**src/rtl/multi_key_filter.sv**
```systemverilog
// Multi-channel key debouncer with press/release edge pulses, a stretched
// press pulse and an optional long-press pulse.
// Latency: raw key change held stable -> key_press/key_release after CNT_MAX+2 cycles.
// Backpressure: none; outputs are free-running registered pulses/levels.
//
// Ports:
//   sys_clk, sys_rst     : clock and synchronous active-high reset
//   key[KEY_NUM]         : raw asynchronous key lines, active-low
//   key_level            : debounced state per channel, 1 = pressed
//   key_press/release    : one-cycle pulses on debounced edges
//   key_hold             : press pulse stretched to PULSE_LEN cycles
//   key_long             : one-cycle long-press pulse
// Optional feature macro: KEY_LONG_PRESS_EN enables the long-press counter;
// without it key_long is constant 0.
module multi_key_filter #(
  parameter int KEY_NUM   = 4,
  parameter int CNT_MAX   = 1_000_000,
  parameter int PULSE_LEN = 100_000,
  parameter int LONG_MAX  = 50_000_000
) (
  input  logic               sys_clk,
  input  logic               sys_rst,
  input  logic [KEY_NUM-1:0] key,
  output logic [KEY_NUM-1:0] key_level,
  output logic [KEY_NUM-1:0] key_press,
  output logic [KEY_NUM-1:0] key_release,
  output logic [KEY_NUM-1:0] key_hold,
  output logic [KEY_NUM-1:0] key_long
);

  localparam int CW = $clog2(CNT_MAX);
  localparam int HW = $clog2(PULSE_LEN + 1);
  localparam logic [CW-1:0] CNT_LAST  = CW'(CNT_MAX - 1);
  localparam logic [CW-1:0] CNT_ONE   = CW'(1);
  localparam logic [HW-1:0] HOLD_LAST = HW'(PULSE_LEN - 1);
  localparam logic [HW-1:0] HOLD_ONE  = HW'(1);

  // Synchronizer stores the raw (active-low) level so reset loads "released".
  logic [KEY_NUM-1:0] sync1_q, sync1_d;
  logic [KEY_NUM-1:0] sync2_q, sync2_d;
  logic [KEY_NUM-1:0] level_q, level_d;
  logic [KEY_NUM-1:0] press_q, press_d;
  logic [KEY_NUM-1:0] release_q, release_d;
  logic [KEY_NUM-1:0] hold_q, hold_d;
  logic [CW-1:0]      cnt_q [KEY_NUM];
  logic [CW-1:0]      cnt_d [KEY_NUM];
  logic [HW-1:0]      hcnt_q [KEY_NUM];
  logic [HW-1:0]      hcnt_d [KEY_NUM];

  logic [KEY_NUM-1:0] pressed;
  logic [KEY_NUM-1:0] mismatch;

  assign pressed  = ~sync2_q;
  assign mismatch = pressed ^ level_q;

  always_comb begin
    sync1_d   = key;
    sync2_d   = sync1_q;
    level_d   = level_q;
    press_d   = '0;
    release_d = '0;
    hold_d    = hold_q;
    for (int i = 0; i < KEY_NUM; i++) begin
      cnt_d[i]  = '0;
      hcnt_d[i] = hcnt_q[i];
      // Counter only runs while the synchronized input disagrees with the
      // debounced level; any agreement restarts the stability window.
      if (mismatch[i]) begin
        if (cnt_q[i] == CNT_LAST) begin
          level_d[i]   = pressed[i];
          press_d[i]   = pressed[i];
          release_d[i] = ~pressed[i];
        end else begin
          cnt_d[i] = cnt_q[i] + CNT_ONE;
        end
      end
      // A new press reloads the stretch window even if already stretching.
      if (press_d[i]) begin
        hold_d[i] = 1'b1;
        hcnt_d[i] = HOLD_LAST;
      end else if (hold_q[i]) begin
        if (hcnt_q[i] == '0) hold_d[i] = 1'b0;
        else                 hcnt_d[i] = hcnt_q[i] - HOLD_ONE;
      end
    end
  end

  always_ff @(posedge sys_clk) begin
    if (sys_rst) begin
      sync1_q   <= '1;
      sync2_q   <= '1;
      level_q   <= '0;
      press_q   <= '0;
      release_q <= '0;
      hold_q    <= '0;
      for (int i = 0; i < KEY_NUM; i++) begin
        cnt_q[i]  <= '0;
        hcnt_q[i] <= '0;
      end
    end else begin
      sync1_q   <= sync1_d;
      sync2_q   <= sync2_d;
      level_q   <= level_d;
      press_q   <= press_d;
      release_q <= release_d;
      hold_q    <= hold_d;
      for (int i = 0; i < KEY_NUM; i++) begin
        cnt_q[i]  <= cnt_d[i];
        hcnt_q[i] <= hcnt_d[i];
      end
    end
  end

  assign key_level   = level_q;
  assign key_press   = press_q;
  assign key_release = release_q;
  assign key_hold    = hold_q;

`ifdef KEY_LONG_PRESS_EN
  localparam int LW = $clog2(LONG_MAX + 1);
  localparam logic [LW-1:0] LONG_LAST = LW'(LONG_MAX - 1);
  localparam logic [LW-1:0] LONG_TOP  = LW'(LONG_MAX);
  localparam logic [LW-1:0] LONG_ONE  = LW'(1);

  logic [LW-1:0]      lcnt_q [KEY_NUM];
  logic [LW-1:0]      lcnt_d [KEY_NUM];
  logic [KEY_NUM-1:0] long_q, long_d;

  // Counter climbs one past the threshold and parks there, so the pulse
  // fires once per press and re-arms only when the level drops.
  always_comb begin
    long_d = '0;
    for (int i = 0; i < KEY_NUM; i++) begin
      lcnt_d[i] = '0;
      if (level_q[i]) begin
        lcnt_d[i] = (lcnt_q[i] == LONG_TOP) ? lcnt_q[i] : lcnt_q[i] + LONG_ONE;
        long_d[i] = (lcnt_q[i] == LONG_LAST);
      end
    end
  end

  always_ff @(posedge sys_clk) begin
    if (sys_rst) begin
      long_q <= '0;
      for (int i = 0; i < KEY_NUM; i++) lcnt_q[i] <= '0;
    end else begin
      long_q <= long_d;
      for (int i = 0; i < KEY_NUM; i++) lcnt_q[i] <= lcnt_d[i];
    end
  end

  assign key_long = long_q;
`else
  assign key_long = '0;
`endif

endmodule
```
**config.mk**
```make
export PLATFORM = sky130hd
export DESIGN_NAME = multi_key_filter
export DESIGN_NICKNAME = d
export VERILOG_FILES = /design/src/rtl/multi_key_filter.sv
export SDC_FILE = /design/constraint.sdc
export NUM_CORES = 1
export LEC_CHECK = 0
export CORE_MARGIN = 2
export CORE_UTILIZATION = 30
export DETAILED_ROUTE_END_ITERATION = 7
export PLACE_DENSITY_LB_ADDON = 0.12
export SLEW_MARGIN = 10
export SYNTH_ARGS = -nofsm -noshare
export SYNTH_HDL_FRONTEND = slang
export SYNTH_SLANG_ARGS = --single-unit
```
**constraint.sdc**
```tcl
create_clock -name sys_clk -period 2.6 [get_ports sys_clk]
set_input_delay 0.26 -clock sys_clk [delete_from_list [all_inputs] [get_ports sys_clk]]
set_output_delay 0.26 -clock sys_clk [all_outputs]
set_load 0.02 [all_outputs]
```
==> metrics.txt <==
Avg Cell Area, Syn 8.75 µm²; final weighted congestion in routability-driven placement 0.730; DRC 0; per-cell routed wire length 12.4 µm; port buffer count 21; number of detailed-route iterations in the first pass 4; Initial Utilization 0.304; final number of max-transition violations 0; final number of hold-violating endpoints 0; post-synthesis sequential area ratio 0.452; library cell occupying the most area in the post-synthesis netlist sky130_fd_sc_hd__dfxtp_1; Final setup violation count 0; setup total negative slack 0 ns; share of flip-flops with an asynchronous set or reset 0; data arrival time of the critical path 2.52 ns; Post-CTS Hold Buffers 0; final worst setup slack 0.434 ns; Max Clock Skew 0.0123 ns; via count of the first global-routing pass 5528; Final HPWL DP 10400 µm; combined area of all synthesized cells 0.00762 mm²; Post-Layout Cell Count 1242; Fmax achieved 0.462 GHz; Clk Latency, worst-skew pair 0.43 ns; leakage power of the design 2.90 nW; all-layer global routing usage 0.122; Tightest Hold Check Type input port to flop; startpoint types flop; row count 58; horizontal extent of the die 163 µm; core footprint 0.0250 mm²; layout cells sized above 1 0.0899; Overflow after GRT 0; Power Dens Cells 592 mW/mm²; Resize count post-CTS 0; number of setup buffers added after CTS 0; worst slack at placement 0.441 ns; type of the worst setup path flop to flop; Slew HR 0.557; Total Routed Length 15400 µm; leading cell type in the layout, fill and taps excluded sky130_fd_sc_hd__dfxtp_1; utilization of the core after routing 0.352; number of register bits inferred by synthesis 172; kind of end point of the critical path flop; Final nets 913; setup repair after global routing missed its margin no; status completed; CTS buffer count 17; H-tree depth reported by CTS 4; area enclosed by the die boundary 0.0267 mm²; Max clock buf depth 2; data required time at the worst endpoint 2.96 ns; final worst path period share 0.833; global-route wire length before repair 26600 µm; Peak VDD IR 0.000294 V; number of warning messages in the yosys log 0; actual transition at the worst max-transition pin 0.655 ns; Max Cap Viol 0; total clock sinks 172; largest net degree at the start of global routing 50; final worst path period need 2.17 ns; post-route ant nets 0; final antenna diode count 0; post-synth top area share 0.452; top-level I/O count 26; number of distinct standard cells referenced by the synthesized netlist 51; number of DRC violations after detailed-routing iteration 0 272; clock tree from TritonCTS built; Area growth, synth to finish 15.6%; number of enable flip-flop cells after synthesis 0; instance count after placement with tap cells included 1210; clock-pin slew on the worst setup and hold paths 0.07 ns; most used cells in the layout excluding fill and tap cells sky130_fd_sc_hd__dfxtp_1, sky130_fd_sc_hd__nor2_1, sky130_fd_sc_hd__xor2_1, sky130_fd_sc_hd__nand3_1, sky130_fd_sc_hd__xnor2_1; top fanout value on the critical path 8; leading register cell type out of synthesis sky130_fd_sc_hd__dfxtp_1; vias 5844; CTS root buf sky130_fd_sc_hd__clkbuf_16; top post-synthesis cells by area sky130_fd_sc_hd__dfxtp_1, sky130_fd_sc_hd__xor2_1, sky130_fd_sc_hd__nor2_1, sky130_fd_sc_hd__xnor2_1, sky130_fd_sc_hd__nand3_1; die extent in y 163 µm; Synth Instances 870; Power, Total 5.21 mW; Via-to-Cell Ratio 4.71; antenna violations before repair 0
metal layers:
layer / track usage / vias up / share of wire
met5: 0 / - / 0
li1: - / 3106 / -
met4: 0.0434 / 0 / 0.014
met3: 0.0274 / 18 / 0.026
met1: 0.161 / 2679 / 0.50
met2: 0.195 / 41 / 0.46
area by class of cell:
| class | count | area, µm² |
|---|---|---|
| inverters | 17 | 63.8 |
| fillers | 2619 | 16200 |
| flip-flops and latches | 172 | 3440 |
| well taps | 330 | 413 |
| clock inverters | 14 | 136 |
| clock buffers | 18 | 429 |
| multi-input cells | 650 | 3960 |
| repair buffers | 41 | 358 |
cell usage after synthesis, types with 2 or more instances:
cell and n:
sky130_fd_sc_hd__a211oi_1 2, sky130_fd_sc_hd__a21oi_1 45, sky130_fd_sc_hd__a31oi_1 10, sky130_fd_sc_hd__and2_1 4, sky130_fd_sc_hd__and3_1 21, sky130_fd_sc_hd__and3b_1 2, sky130_fd_sc_hd__and4_1 4, sky130_fd_sc_hd__buf_2 2
sky130_fd_sc_hd__buf_4 4, sky130_fd_sc_hd__buf_6 2, sky130_fd_sc_hd__clkbuf_1 26, sky130_fd_sc_hd__dfxtp_1 172, sky130_fd_sc_hd__ha_1 8, sky130_fd_sc_hd__inv_1 17, sky130_fd_sc_hd__nand2_1 39, sky130_fd_sc_hd__nand2b_1 2
sky130_fd_sc_hd__nand3_1 56, sky130_fd_sc_hd__nand3b_1 5, sky130_fd_sc_hd__nand4_1 30, sky130_fd_sc_hd__nand4b_1 5, sky130_fd_sc_hd__nor2_1 128, sky130_fd_sc_hd__nor3_1 53, sky130_fd_sc_hd__nor3b_1 2, sky130_fd_sc_hd__nor4_1 22
sky130_fd_sc_hd__nor4_2 2, sky130_fd_sc_hd__nor4b_1 9, sky130_fd_sc_hd__nor4bb_1 2, sky130_fd_sc_hd__o2111ai_1 4, sky130_fd_sc_hd__o211ai_1 5, sky130_fd_sc_hd__o21ai_0 4, sky130_fd_sc_hd__o21ai_1 2, sky130_fd_sc_hd__o31ai_1 5
sky130_fd_sc_hd__or2_2 18, sky130_fd_sc_hd__or3_1 12, sky130_fd_sc_hd__or3b_2 2, sky130_fd_sc_hd__or4_1 4, sky130_fd_sc_hd__or4_4 2, sky130_fd_sc_hd__or4b_2 2, sky130_fd_sc_hd__xnor2_1 54, sky130_fd_sc_hd__xor2_1 71
path summary, 6_finish.rpt:
| check | start | endpoint | slack, ns | cells past startpoint |
|---|---|---|---|---|
| max reg2reg | hcnt_q[1][4]$_SDFFE_PP0P_ | hcnt_q[1][1]$_SDFFE_PP0P_ | 0.43 | 5 |
| max | hcnt_q[1][4]$_SDFFE_PP0P_ | hcnt_q[1][1]$_SDFFE_PP0P_ | 0.43 | 5 |
| min reg2reg | sync1_q[2]$_SDFF_PP1_ | sync2_q[2]$_SDFF_PP1_ | 0.41 | 1 |
| min | sys_rst | hcnt_q[3][3]$_SDFFE_PP0P_ | 0.31 | 2 |
metrics by stage:
step	hold slack, ns	cell area (µm²)
finish	0.314	8800
global placement	0.391	8240
CTS	0.317	8800
floorplan	0.364	7630
global route	0.342	8800
detailed placement	0.397	8240
kinds of logic (layout without fill, tap and decap cells):
group / after synthesis / in the layout / synth area share
other cells: 1 / 4 / 0.000492
mux: 2 / 2 / 0.00296
fa+ha+maj: 8 / 8 / 0.0131
compound gates: 80 / 80 / 0.0616
flops: 172 / 172 / 0.452
simple gates: 431 / 431 / 0.297
buf+inv: 51 / 90 / 0.0294
xor+xnor: 125 / 125 / 0.144
sequential cells by signal, summed over array words and instances, names as in the netlist:
signal / count
key_level: 4
key_hold: 4
key_release: 4
hcnt_q: 68
key_press: 4
sync2_q: 4
sync1_q: 4
cnt_q: 80
critical path, stage by stage, from the launching register on:
cell and delay [ns]:
sky130_fd_sc_hd__dfxtp_1 0.35, sky130_fd_sc_hd__or4_4 0.57, sky130_fd_sc_hd__or4_4 0.50, sky130_fd_sc_hd__o21ai_2 0.21, sky130_fd_sc_hd__mux2_1 0.34, sky130_fd_sc_hd__a21oi_1 0.13
where the power goes:
group	internal [mW]	switching, mW
Sequential	2.64	0.00584
Combinational	0.0275	0.0648
Clock	1.34	1.13
Total	4.01	1.20
No activity file was read; power rests on OpenSTA's default activity.
